--- src/rtl/matrix_addition.sv ---
// matrix_addition
//   Element-wise addition of two packed ROWS x COLS matrices of unsigned
//   EW-bit elements, registered with a latency of one clock.
//   Element (r,col) sits at bits [k*EW +: EW] with k = r*COLS + col.
//
// Ports
//   clk        system clock, rising-edge active
//   rst        asynchronous, active-high reset (clears c, ovf, out_valid)
//   in_valid   a/b carry an operand pair to be added this cycle
//   a, b       packed operand matrices, ROWS*COLS*EW bits
//   c          registered packed sum matrix
//   out_valid  pulses high the cycle after in_valid was sampled high
//   ovf        registered per-element carry-out, bit k for element k
//
// Configuration
//   MATRIX_ADD_SAT_EN  when defined, an element that carries out saturates
//                      to all-ones instead of wrapping; ovf still flags it.

module matrix_addition #(
  parameter int ROWS = 2,
  parameter int COLS = 2,
  parameter int EW   = 4
) (
  input  logic                     clk,
  input  logic                     rst,
  input  logic                     in_valid,
  input  logic [ROWS*COLS*EW-1:0]  a,
  input  logic [ROWS*COLS*EW-1:0]  b,
  output logic [ROWS*COLS*EW-1:0]  c,
  output logic                     out_valid,
  output logic [ROWS*COLS-1:0]     ovf
);

  localparam int N = ROWS * COLS;

  logic [N*EW-1:0] c_d,   c_q;
  logic [N-1:0]    ovf_d, ovf_q;
  logic            out_valid_d, out_valid_q;

  // Each element is summed in its own EW+1-bit adder so a carry can never
  // leak into the neighbouring element.
  always_comb begin : next_state
    logic [EW:0] sum;
    c_d         = c_q;
    ovf_d       = ovf_q;
    out_valid_d = in_valid;
    sum         = '0;
    if (in_valid) begin
      for (int unsigned k = 0; k < N; k++) begin
        sum = {1'b0, a[k*EW +: EW]} + {1'b0, b[k*EW +: EW]};
        ovf_d[k] = sum[EW];
`ifdef MATRIX_ADD_SAT_EN
        c_d[k*EW +: EW] = sum[EW] ? {EW{1'b1}} : sum[EW-1:0];
`else
        c_d[k*EW +: EW] = sum[EW-1:0];
`endif
      end
    end
  end

  always_ff @(posedge clk or posedge rst) begin
    if (rst) begin
      c_q         <= '0;
      ovf_q       <= '0;
      out_valid_q <= 1'b0;
    end else begin
      c_q         <= c_d;
      ovf_q       <= ovf_d;
      out_valid_q <= out_valid_d;
    end
  end

  assign c         = c_q;
  assign ovf       = ovf_q;
  assign out_valid = out_valid_q;

endmodule

--- config.mk ---
export PLATFORM = sky130hd
export DESIGN_NAME = matrix_addition
export DESIGN_NICKNAME = d
export VERILOG_FILES = /design/src/rtl/matrix_addition.sv
export SDC_FILE = /design/constraint.sdc
export NUM_CORES = 1
export LEC_CHECK = 0
export CAP_MARGIN = 30
export CORE_MARGIN = 5
export CORE_UTILIZATION = 43
export DETAILED_ROUTE_END_ITERATION = 7
export PLACE_DENSITY_LB_ADDON = 0.2
export SLEW_MARGIN = 20
export SYNTH_ARGS = -nofsm -noshare
export SYNTH_HDL_FRONTEND = slang
export SYNTH_SLANG_ARGS = --single-unit
export TNS_END_PERCENT = 20
--- constraint.sdc ---
create_clock -name clk -period 1.7 [get_ports clk]
set_clock_uncertainty 0.2 [all_clocks]
set_input_delay 0.255 -clock clk [delete_from_list [all_inputs] [get_ports clk]]
set_output_delay 0.255 -clock clk [all_outputs]
set_load 0.05 [all_outputs]
==> results of run 1 <==
-- flip-flops by register name, indices dropped and copies added (netlist names) --
signal	flops
ovf	4
c	16
out_valid	1
-- kinds of logic (layout without fill, tap and decap cells) --
logic type | count (synthesis) | in the layout | synth area share
compound gates | 23 | 23 | 0.133
flops | 21 | 21 | 0.376
mux | 10 | 10 | 0.0787
xor+xnor | 4 | 4 | 0.0250
simple gates | 25 | 25 | 0.114
fa+ha+maj | 20 | 20 | 0.200
buf+inv | 21 | 96 | 0.0733
-- stage by stage --
stage	TNS [ps]	util	power, W	cell area (um^2)
after floorplan	0	-	0.00117	1400
after global placement	-3500	0.726	0.00165	2240
after detailed placement	-4020	0.726	0.00168	2240
after CTS	-7.45	0.737	0.00193	2270
after global routing	-49.8	0.752	0.00204	2310
final	0	0.752	0.00193	2310
-- worst max path at each step --
stage          start                 to  slack, ps  cells past startpoint
2_1_floorplan   a[8]  c[10]$_DFFE_PP0P_        140                      5
6_report        a[4]   c[6]$_DFFE_PP0P_         20                      6
3_3_place_gp    a[8]  c[10]$_DFFE_PP0P_       -340                      6
5_1_grt         a[0]   c[2]$_DFFE_PP0P_        -20                      6
4_1_cts         a[8]  c[10]$_DFFE_PP0P_         -7                      6
3_5_place_dp    a[8]  c[10]$_DFFE_PP0P_       -410                      6
-- worst max-delay path: cells and delay by family --
kind / cells / cell delay [ps]
buf+inv: 2 / 510
fa+ha+maj: 2 / 520
mux: 1 / 250
xor+xnor: 1 / 130
-- cells in the mapped netlist, drive strengths merged, types with 3 or more instances --
master  instances  area share
o311ai          4       0.036
nand2           4       0.014
nor2b           3       0.013
buf             4       0.028
a31oi           3       0.013
ha             16        0.14
a21o            3       0.016
o21ai           3       0.011
nand4b          4       0.025
a21oi           6       0.021
inv            17       0.046
nor2            6       0.016
fa              4       0.057
dfrtp          21        0.38
xnor2           4       0.025
mux2            8       0.064
-- layout make-up --
type | instances | area [um^2] | area share
multi-input combinational | 82 | 803 | 0.347
timing repair buffer | 75 | 841 | 0.363
sequential | 21 | 526 | 0.227
clock buffer | 4 | 26.3 | 0.0114
tap | 44 | 55.1 | 0.0238
inverter | 17 | 63.8 | 0.0276
-- power breakdown --
group / internal [W] / switching [W]
logic: 0.000508 / 0.000510
registers: 0.000583 / 0.0000804
clock network: 0.0000915 / 0.000157
-- metal layers --
metal  GRT usage  share of wire
met5           0              0
met4      0.0532          0.023
met3      0.0371          0.064
met2       0.313           0.55
met1       0.167           0.36
-- what timing repair did --
action,in CTS,in global routing
gates resized for setup,3,11
endpoints found under the hold margin,0,0
setup endpoints to repair,4,5
hold buffers,0,0
gates cloned,0,0
buffers inserted,0,2
pin swaps,0,5
==> results.tsv, run 1 <==
metric	value	unit
time the final worst path needs with I/O delays and setup	1680	ps
arrival time of the worst setup path	1680	ps
synthesis-stage register bit count	21	
Reg2Reg Launch Point	c[15]$_DFFE_PP0P_	
drt initial violations	37	
max cap viols	0	
critical-path maximum fanout	2	
setup slack of the worst register-to-register path	400	ps
sequential area share after synthesis	0.376	
non-filler instance count after layout	243	
Worst Reg2Reg Path Length in Cells	3	
proportion of layout cells with a drive suffix above 1	0.327	
final worst-path cycle share	0.987	
chip width	67.0	um
Max Clk Rate	596	MHz
Top FF cell, synth	sky130_fd_sc_hd__dfrtp_1	
initial antenna violation count	0	
Total Die Area	0.00449	mm^2
critical setup path kind	input port to flop	
grt ovf	0	
Leakage	1.08	nW
commonest cells after routing, fill and taps aside	sky130_fd_sc_hd__clkdlybuf4s50_1, sky130_fd_sc_hd__buf_4, sky130_fd_sc_hd__dfrtp_1, sky130_fd_sc_hd__inv_1, sky130_fd_sc_hd__buf_12	
minimum hold slack	89.2	ps
Num Clock Sinks	21	
total detailed-routing wirelength	3480	um
diodes inserted	0	
final hold violation count	0	
master cell of the clock root buffer	sky130_fd_sc_hd__clkbuf_4	
run status	finished, final reports clean	
largest stage delay on the critical path	460	ps
vias in the first global route	1259	
maximum number of pins on one net before global-route repair	22	
post-placement setup slack	-406	ps
Post-layout nets	255	
fill cell instance count of the final layout	220	
category of the worst setup path capture point	flop	
EDFF count, synth	0	
IR Drop Worst-Case VDD	0.000504	V
warnings from Yosys	0	
Die Ht	67.0	um
HPWL Detailed	2760	um
Final setup viols	0	
relative slew slack	0.759	
vias	1194	
capturing point of the worst reg2reg path	c[15]$_DFFE_PP0P_	
CTS buffer count	3	
final slew viol count	0	
final weighted congestion of routability-driven global placement	0.721	
sort of element at the start of the critical path	input port	
clock latency on the worst-skew pair	300	ps
Power Dens Cells	834	mW/mm^2
H-tree depth	1	
Clock transition at path regs	120	ps
remaining routing DRC violations	0	
TritonCTS clock tree	done	
drt via density	4.91	
Layout area overhead	65.5	%
setup repair after global routing missed its margin	true	
class of the tightest hold or removal check	input port to asynchronous set/reset pin	
Initial Util	0.454	
number of top-level pins	56	
actual slew at the worst max-slew pin	357	ps
required time at the worst-slack endpoint	1700	ps
ordered list of cells on the worst path	clkdlybuf4s50_1 > ha_2 > inv_1 > fa_2 > xnor2_1 > mux2_2	
post-synthesis instance area	0.00140	mm^2
Critical Path Slowest Stage Cell	sky130_fd_sc_hd__clkdlybuf4s50_1	
Synth Instances	124	
number of nets in the synthesized netlist	179	
Max clock buf depth	2	
Syn Area/Cell	11.3	um^2
Placed Cells	237	
routed length per instance	14.3	um
post-synthesis async set-or-reset flop share	1.00	
first-pass GRT wire length	5440	um
global-route usage over all layers	0.162	
number of iterations in the first detailed-routing pass	4	
I/O Buffers	55	
DRT antenna net count	0	
setup ws final	21.4	ps
leading cell type in the layout, fill and taps excluded	sky130_fd_sc_hd__clkdlybuf4s50_1	
FP Rows	20	
Distinct cells, synth	27	
standard cell core area	0.00308	mm^2
(Power assumes the default switching activity.)
==> inputs of run 2 (changes only) <==
ABC_AREA = 1   (was default)
SLEW_MARGIN = default   (was 20)
==> run 2 against run 1 <==
Against the previous run:
- total power is 9.8% lower
- clock-buffer cell count is the same
- maximum frequency is 1.0% higher
- synthesized cell count rose by 41%
- routed wire length down 9.3%
- global-route usage shrank 1.0 points
- cell count is 16% higher
- setup slack improved by 17 ps
- sequential share of layout area up 0.76 points
- via count rose by 9.6%
- synthesized area up 1.1%
- cell area is 3.2% lower
==> results.tsv, run 2 <==
metric	value	unit
run status	finished, final reports clean	
Top FF cell, synth	sky130_fd_sc_hd__dfrtp_1	
Clock transition at path regs	120	ps
fraction of synthesized cell area taken by the top area cell type	0.372	
post-synthesis instance area	0.00141	mm^2
master cell of the clock root buffer	sky130_fd_sc_hd__clkbuf_4	
IR Drop Worst-Case VDD	0.000542	V
arrival time of the worst setup path	1710	ps
highest routed layer	met4	
clock latency on the worst-skew pair	300	ps
Leakage	1.14	nW
commonest cells after routing, fill and taps aside	sky130_fd_sc_hd__nand2_1, sky130_fd_sc_hd__clkdlybuf4s50_1, sky130_fd_sc_hd__inv_1, sky130_fd_sc_hd__dfrtp_1, sky130_fd_sc_hd__nand3_1	
top cells by count, synth	sky130_fd_sc_hd__nand2_1, sky130_fd_sc_hd__inv_1, sky130_fd_sc_hd__dfrtp_1	
standard cell core area	0.00310	mm^2
global-route usage over all layers	0.152	
time the final worst path needs with I/O delays and setup	1660	ps
category of the worst setup path capture point	flop	
required time at the worst-slack endpoint	1740	ps
leading cell types by total area after synthesis	sky130_fd_sc_hd__dfrtp_1, sky130_fd_sc_hd__nand2_1, sky130_fd_sc_hd__ha_1	
number of top-level pins	56	
H-tree depth	1	
Layout area overhead	58.4	%
category of cells accounting for the largest share of critical-path delay	buffers and inverters	
proportion of layout cells with a drive suffix above 1	0.172	
largest stage delay on the critical path	480	ps
TritonCTS clock tree	done	
Total Die Area	0.00453	mm^2
drt via density	4.64	
I/O Buffers	55	
Distinct cells, synth	18	
vias	1309	
leading cell type in the layout, fill and taps excluded	sky130_fd_sc_hd__nand2_1	
routed length per instance	11.2	um
Crit path top cell by count	sky130_fd_sc_hd__nand2_1	
Power Dens Cells	777	mW/mm^2
remaining routing DRC violations	0	
sort of element at the start of the critical path	input port	
chip width	67.3	um
HPWL Detailed	2630	um
sequential area share after synthesis	0.372	
FP Rows	20	
critical-path maximum fanout	3	
most frequent cell after synthesis	sky130_fd_sc_hd__nand2_1	
number of nets in the synthesized netlist	230	
Placed Cells	278	
detailed route wirelength on metal3	200	um
Max Clk Rate	602	MHz
Syn Area/Cell	8.08	um^2
Initial Util	0.456	
initial antenna violation count	0	
max cap viols	0	
Synth Instances	175	
Critical Path Slowest Stage Cell	sky130_fd_sc_hd__clkdlybuf4s50_1	
final worst-path cycle share	0.977	
class of the tightest hold or removal check	input port to asynchronous set/reset pin	
number of iterations in the first detailed-routing pass	4	
Num Clock Sinks	21	
final slew viol count	0	
grt ovf	0	
final weighted congestion of routability-driven global placement	0.740	
post-detailed-placement cell area	0.00220	mm^2
critical setup path kind	input port to flop	
Final setup viols	0	
Total Power Consumption	0.00174	W
Die Ht	67.3	um
total buffers and inverters traversed by the critical path	3	
relative slew slack	0.816	
actual slew at the worst max-slew pin	275	ps
vias in the first global route	1210	
total detailed-routing wirelength	3150	um
Post-layout nets	294	
final hold violation count	0	
Max clock buf depth	2	
final setup TNS	0	ps
ordered list of cells on the worst path	clkdlybuf4s50_1 > ha_2 > inv_1 > fa_1 > inv_1 > nand2_1 > nand2_1 > nand2_1 > a21oi_2	
number of flip-flops under the largest register name	16	
Met1 Wirelength	1320	um
drt initial violations	67	
CTS buffer count	3	
non-filler instance count after layout	282	
maximum number of pins on one net before global-route repair	25	
diodes inserted	0	
CTS resizes	0	
met2 wire length	1610	um
setup slack of the worst register-to-register path	810	ps
post-synthesis async set-or-reset flop share	1.00	
synthesis-stage register bit count	21	
warnings from Yosys	0	
DRT antenna net count	0	
EDFF count, synth	0	
final instance area	0.00224	mm^2
quantity of hold-fixing buffers added after cts	0	
first-pass GRT wire length	5160	um
Yosys top cell by area	sky130_fd_sc_hd__dfrtp_1	
number of buffers inserted by post-CTS setup repair	0	
[run 2: layout make-up]
class                           count  area, um^2
Clock buffer                        4        26.3
Timing Repair Buffer               63         783
Inverter                           27         109
Tap cell                           44        55.1
Fill cell                         267         863
Sequential cell                    21         526
Multi-Input combinational cell    123         741
[run 2: worst register-to-register path, stage by stage, from the launching register on]
cell                      delay [ps]
sky130_fd_sc_hd__dfrtp_1         430
sky130_fd_sc_hd__nand2_1         100
sky130_fd_sc_hd__o31ai_2          60
[run 2: per-layer routing]
| layer | GRT usage | up-vias |
|---|---|---|
| met5 | 0 | - |
| met4 | 0.0304 | 0 |
| met3 | 0.0483 | 4 |
| met2 | 0.279 | 34 |
| met1 | 0.171 | 594 |
| li1 | - | 677 |
[run 2: cell families (layout without fill, tap and decap cells)]
kind of cell | Yosys count | count (layout) | synth area share
AO/OA/AOI/OAI | 13 | 13 | 0.0566
adder cells (fa/ha/maj) | 20 | 20 | 0.198
buffers and inverters | 31 | 94 | 0.112
flip-flops | 21 | 21 | 0.372
AND/OR/NAND/NOR | 90 | 90 | 0.261
[run 2: final timing paths]
path                                    from             endpoint  depth (start not counted)
max                                     b[0]   ovf[0]$_DFFE_PP0P_                          9
min                                      rst  out_valid$_DFF_PP0_                          3
max reg2reg                c[14]$_DFFE_PP0P_    c[14]$_DFFE_PP0P_                          2
min reg2reg                 c[8]$_DFFE_PP0P_     c[8]$_DFFE_PP0P_                          2
max in group asynchronous                rst     c[6]$_DFFE_PP0P_                          3
min in group clk            c[8]$_DFFE_PP0P_     c[8]$_DFFE_PP0P_                          2
[run 2: power breakdown]
part | total [W] | leakage [nW] | switching [W] | internal (W)
clock network | 0.000242 | 0.0150 | 0.000150 | 0.0000914
logic | 0.000864 | 0.879 | 0.000447 | 0.000418
registers | 0.000634 | 0.251 | 0.0000674 | 0.000567
total | 0.00174 | 1.14 | 0.000664 | 0.00108
[run 2: metrics by stage]
stage | util | hold WS [ps] | setup slack, ps
6_report | 0.722 | 68.4 | 38.4
4_1_cts | 0.718 | 74.8 | 61.1
3_3_place_gp | 0.710 | 258 | -244
5_1_grt | 0.722 | 80.7 | -26.6
2_1_floorplan | - | 31.5 | 220
3_5_place_dp | 0.710 | 273 | -262
==> inputs of run 3 (changes only) <==
ABC_AREA = default   (was 1)
CORE_UTILIZATION = 45   (was 43)
CTS_BUF_LIST = sky130_fd_sc_hd__clkbuf_4   (was default)
==> run 3 against run 2 <==
Against the previous run:
- via count decreased by 7.7%
- routed wire length grew 6.2%
- global-route usage up 1.6 points
- critical path depth is 3 lower
- sequential power is 5.2% higher
- cell count shrank 15%
- non-clock buffer count increased by 8
- worst hold slack gained 230 ps
- clock power barely moved
- sequential share of layout area down 0.48 points
- first-iteration DRC count shrank 43%
- sequential cell count unchanged
==> results.tsv, run 3 (synthesis gave the netlist of run 1 again) <==
metric	value	unit
FP Rows	20	
master cell of the clock root buffer	sky130_fd_sc_hd__clkbuf_4	
Max Clk Rate	595	MHz
actual slew at the worst max-slew pin	354	ps
Critical Path Slowest Stage Cell	sky130_fd_sc_hd__clkdlybuf4s50_1	
largest stage delay on the critical path	470	ps
global-route usage over all layers	0.168	
Initial Util	0.462	
HPWL Detailed	2820	um
clock latency on the worst-skew pair	300	ps
Post-layout nets	251	
number of flip-flops under the largest register name	16	
standard cell core area	0.00303	mm^2
H-tree depth	1	
grt ovf	0	
fraction of the core area covered by cells at the end of the flow	0.755	
non-filler instance count after layout	239	
run status	finished, final reports clean	
Clock transition at path regs	120	ps
diodes inserted	0	
category of cells accounting for the largest share of critical-path delay	buffers and inverters	
class of the tightest hold or removal check	flop to flop	
total buffers and inverters traversed by the critical path	2	
sort of element at the start of the critical path	input port	
initial antenna violation count	0	
max cap viols	0	
Met1 Wirelength	1270	um
final worst-path cycle share	0.989	
TritonCTS clock tree	done	
routed length per instance	14.0	um
arrival time of the worst setup path	1690	ps
required time at the worst-slack endpoint	1700	ps
IR Drop Worst-Case VDD	0.000574	V
final hold violation count	0	
detailed route wirelength on metal3	232	um
I/O Buffers	55	
first-pass GRT wire length	5640	um
time the final worst path needs with I/O delays and setup	1680	ps
ordered list of cells on the worst path	clkdlybuf4s50_1 > ha_2 > inv_1 > fa_2 > xnor2_1 > mux2_2	
category of the worst setup path capture point	flop	
remaining routing DRC violations	0	
vias	1208	
relative slew slack	0.761	
number of top-level pins	56	
Layout area overhead	63.4	%
critical setup path kind	input port to flop	
drt via density	5.05	
CTS buffer count	3	
Total Die Area	0.00432	mm^2
critical-path maximum fanout	2	
proportion of layout cells with a drive suffix above 1	0.297	
number of iterations in the first detailed-routing pass	4	
setup repair after global routing missed its margin	true	
number of buffers inserted by post-CTS setup repair	0	
vias in the first global route	1293	
Power Dens Cells	841	mW/mm^2
leading cell type in the layout, fill and taps excluded	sky130_fd_sc_hd__clkdlybuf4s50_1	
Num Clock Sinks	21	
commonest cells after routing, fill and taps aside	sky130_fd_sc_hd__clkdlybuf4s50_1, sky130_fd_sc_hd__dfrtp_1, sky130_fd_sc_hd__buf_4, sky130_fd_sc_hd__inv_1, sky130_fd_sc_hd__buf_12	
maximum number of pins on one net before global-route repair	14	
Leakage	1.04	nW
Max clock buf depth	2	
total detailed-routing wirelength	3350	um
drt initial violations	38	
Die Ht	65.8	um
met2 wire length	1800	um
DRT antenna net count	0	
final slew viol count	0	
Final setup viols	0	
final weighted congestion of routability-driven global placement	0.776	
chip width	65.8	um
highest routed layer	met4	
Placed Cells	234	
run 3: changes by cell type in the layout (fill, tap and decap cells not counted), sizes merged, moves of 7 or more:
cell and delta:
buf +7, inv -10, mux2 +8, nand2 -54, nand3 -19, nor2 -7
run 3: timing repair:
action / in CTS / in global routing
resized for setup: 4 / 4
cloned: 0 / 0
endpoints found under the hold margin: 3 / 0
setup endpoints to repair: 4 / 4
hold buffers: 1 / 0
pin swaps: 0 / 0
run 3: worst paths after layout:
check                                         end               from  cells after the start  slack, ps
worst max register to register   c[3]$_DFFE_PP0P_   c[3]$_DFFE_PP0P_                      3        390
worst min-delay path            c[13]$_DFFE_PP0P_  c[13]$_DFFE_PP0P_                      1        300
max in group asynchronous       c[11]$_DFFE_PP0P_                rst                      4        320
min in group asynchronous        c[7]$_DFFE_PP0P_                rst                      3        550
worst min register to register  c[13]$_DFFE_PP0P_  c[13]$_DFFE_PP0P_                      1        300
worst max-delay path             c[6]$_DFFE_PP0P_               a[4]                      6         20
run 3: through the flow:
stage	hold slack [ps]	setup TNS [ps]	setup slack, ps	power (W)	instance area [um^2]
detailed placement	280	-4070	-395	0.00169	2230
CTS	306	0	10.2	0.00194	2270
global route	336	-31.3	-20.5	0.00204	2290
global placement	276	-3470	-345	0.00166	2230
finish	302	0	18.9	0.00192	2290
floorplan	31.5	0	141	0.00117	1400
run 3: layout make-up:
cell class / count / area (um^2)
clock buffers: 3 / 22.5
clock inverters: 1 / 5.00
fillers: 224 / 742
inverters: 17 / 63.8
multi-input cells: 82 / 793
flip-flops and latches: 21 / 526
well taps: 44 / 55.1
repair buffers: 71 / 821
run 3: where the power goes:
| part | internal (W) | switching (W) | total, W | leakage (nW) |
|---|---|---|---|---|
| sequential | 0.000583 | 0.0000844 | 0.000667 | 0.244 |
| combinational | 0.000509 | 0.000506 | 0.00101 | 0.779 |
| clock | 0.0000876 | 0.000153 | 0.000241 | 0.0177 |
run 3: per-layer routing:
layer  up-vias  GRT usage
met2        37      0.298
li1        581          -
met5         -          0
met3         6     0.0427
met4         0     0.0725
met1       584      0.187
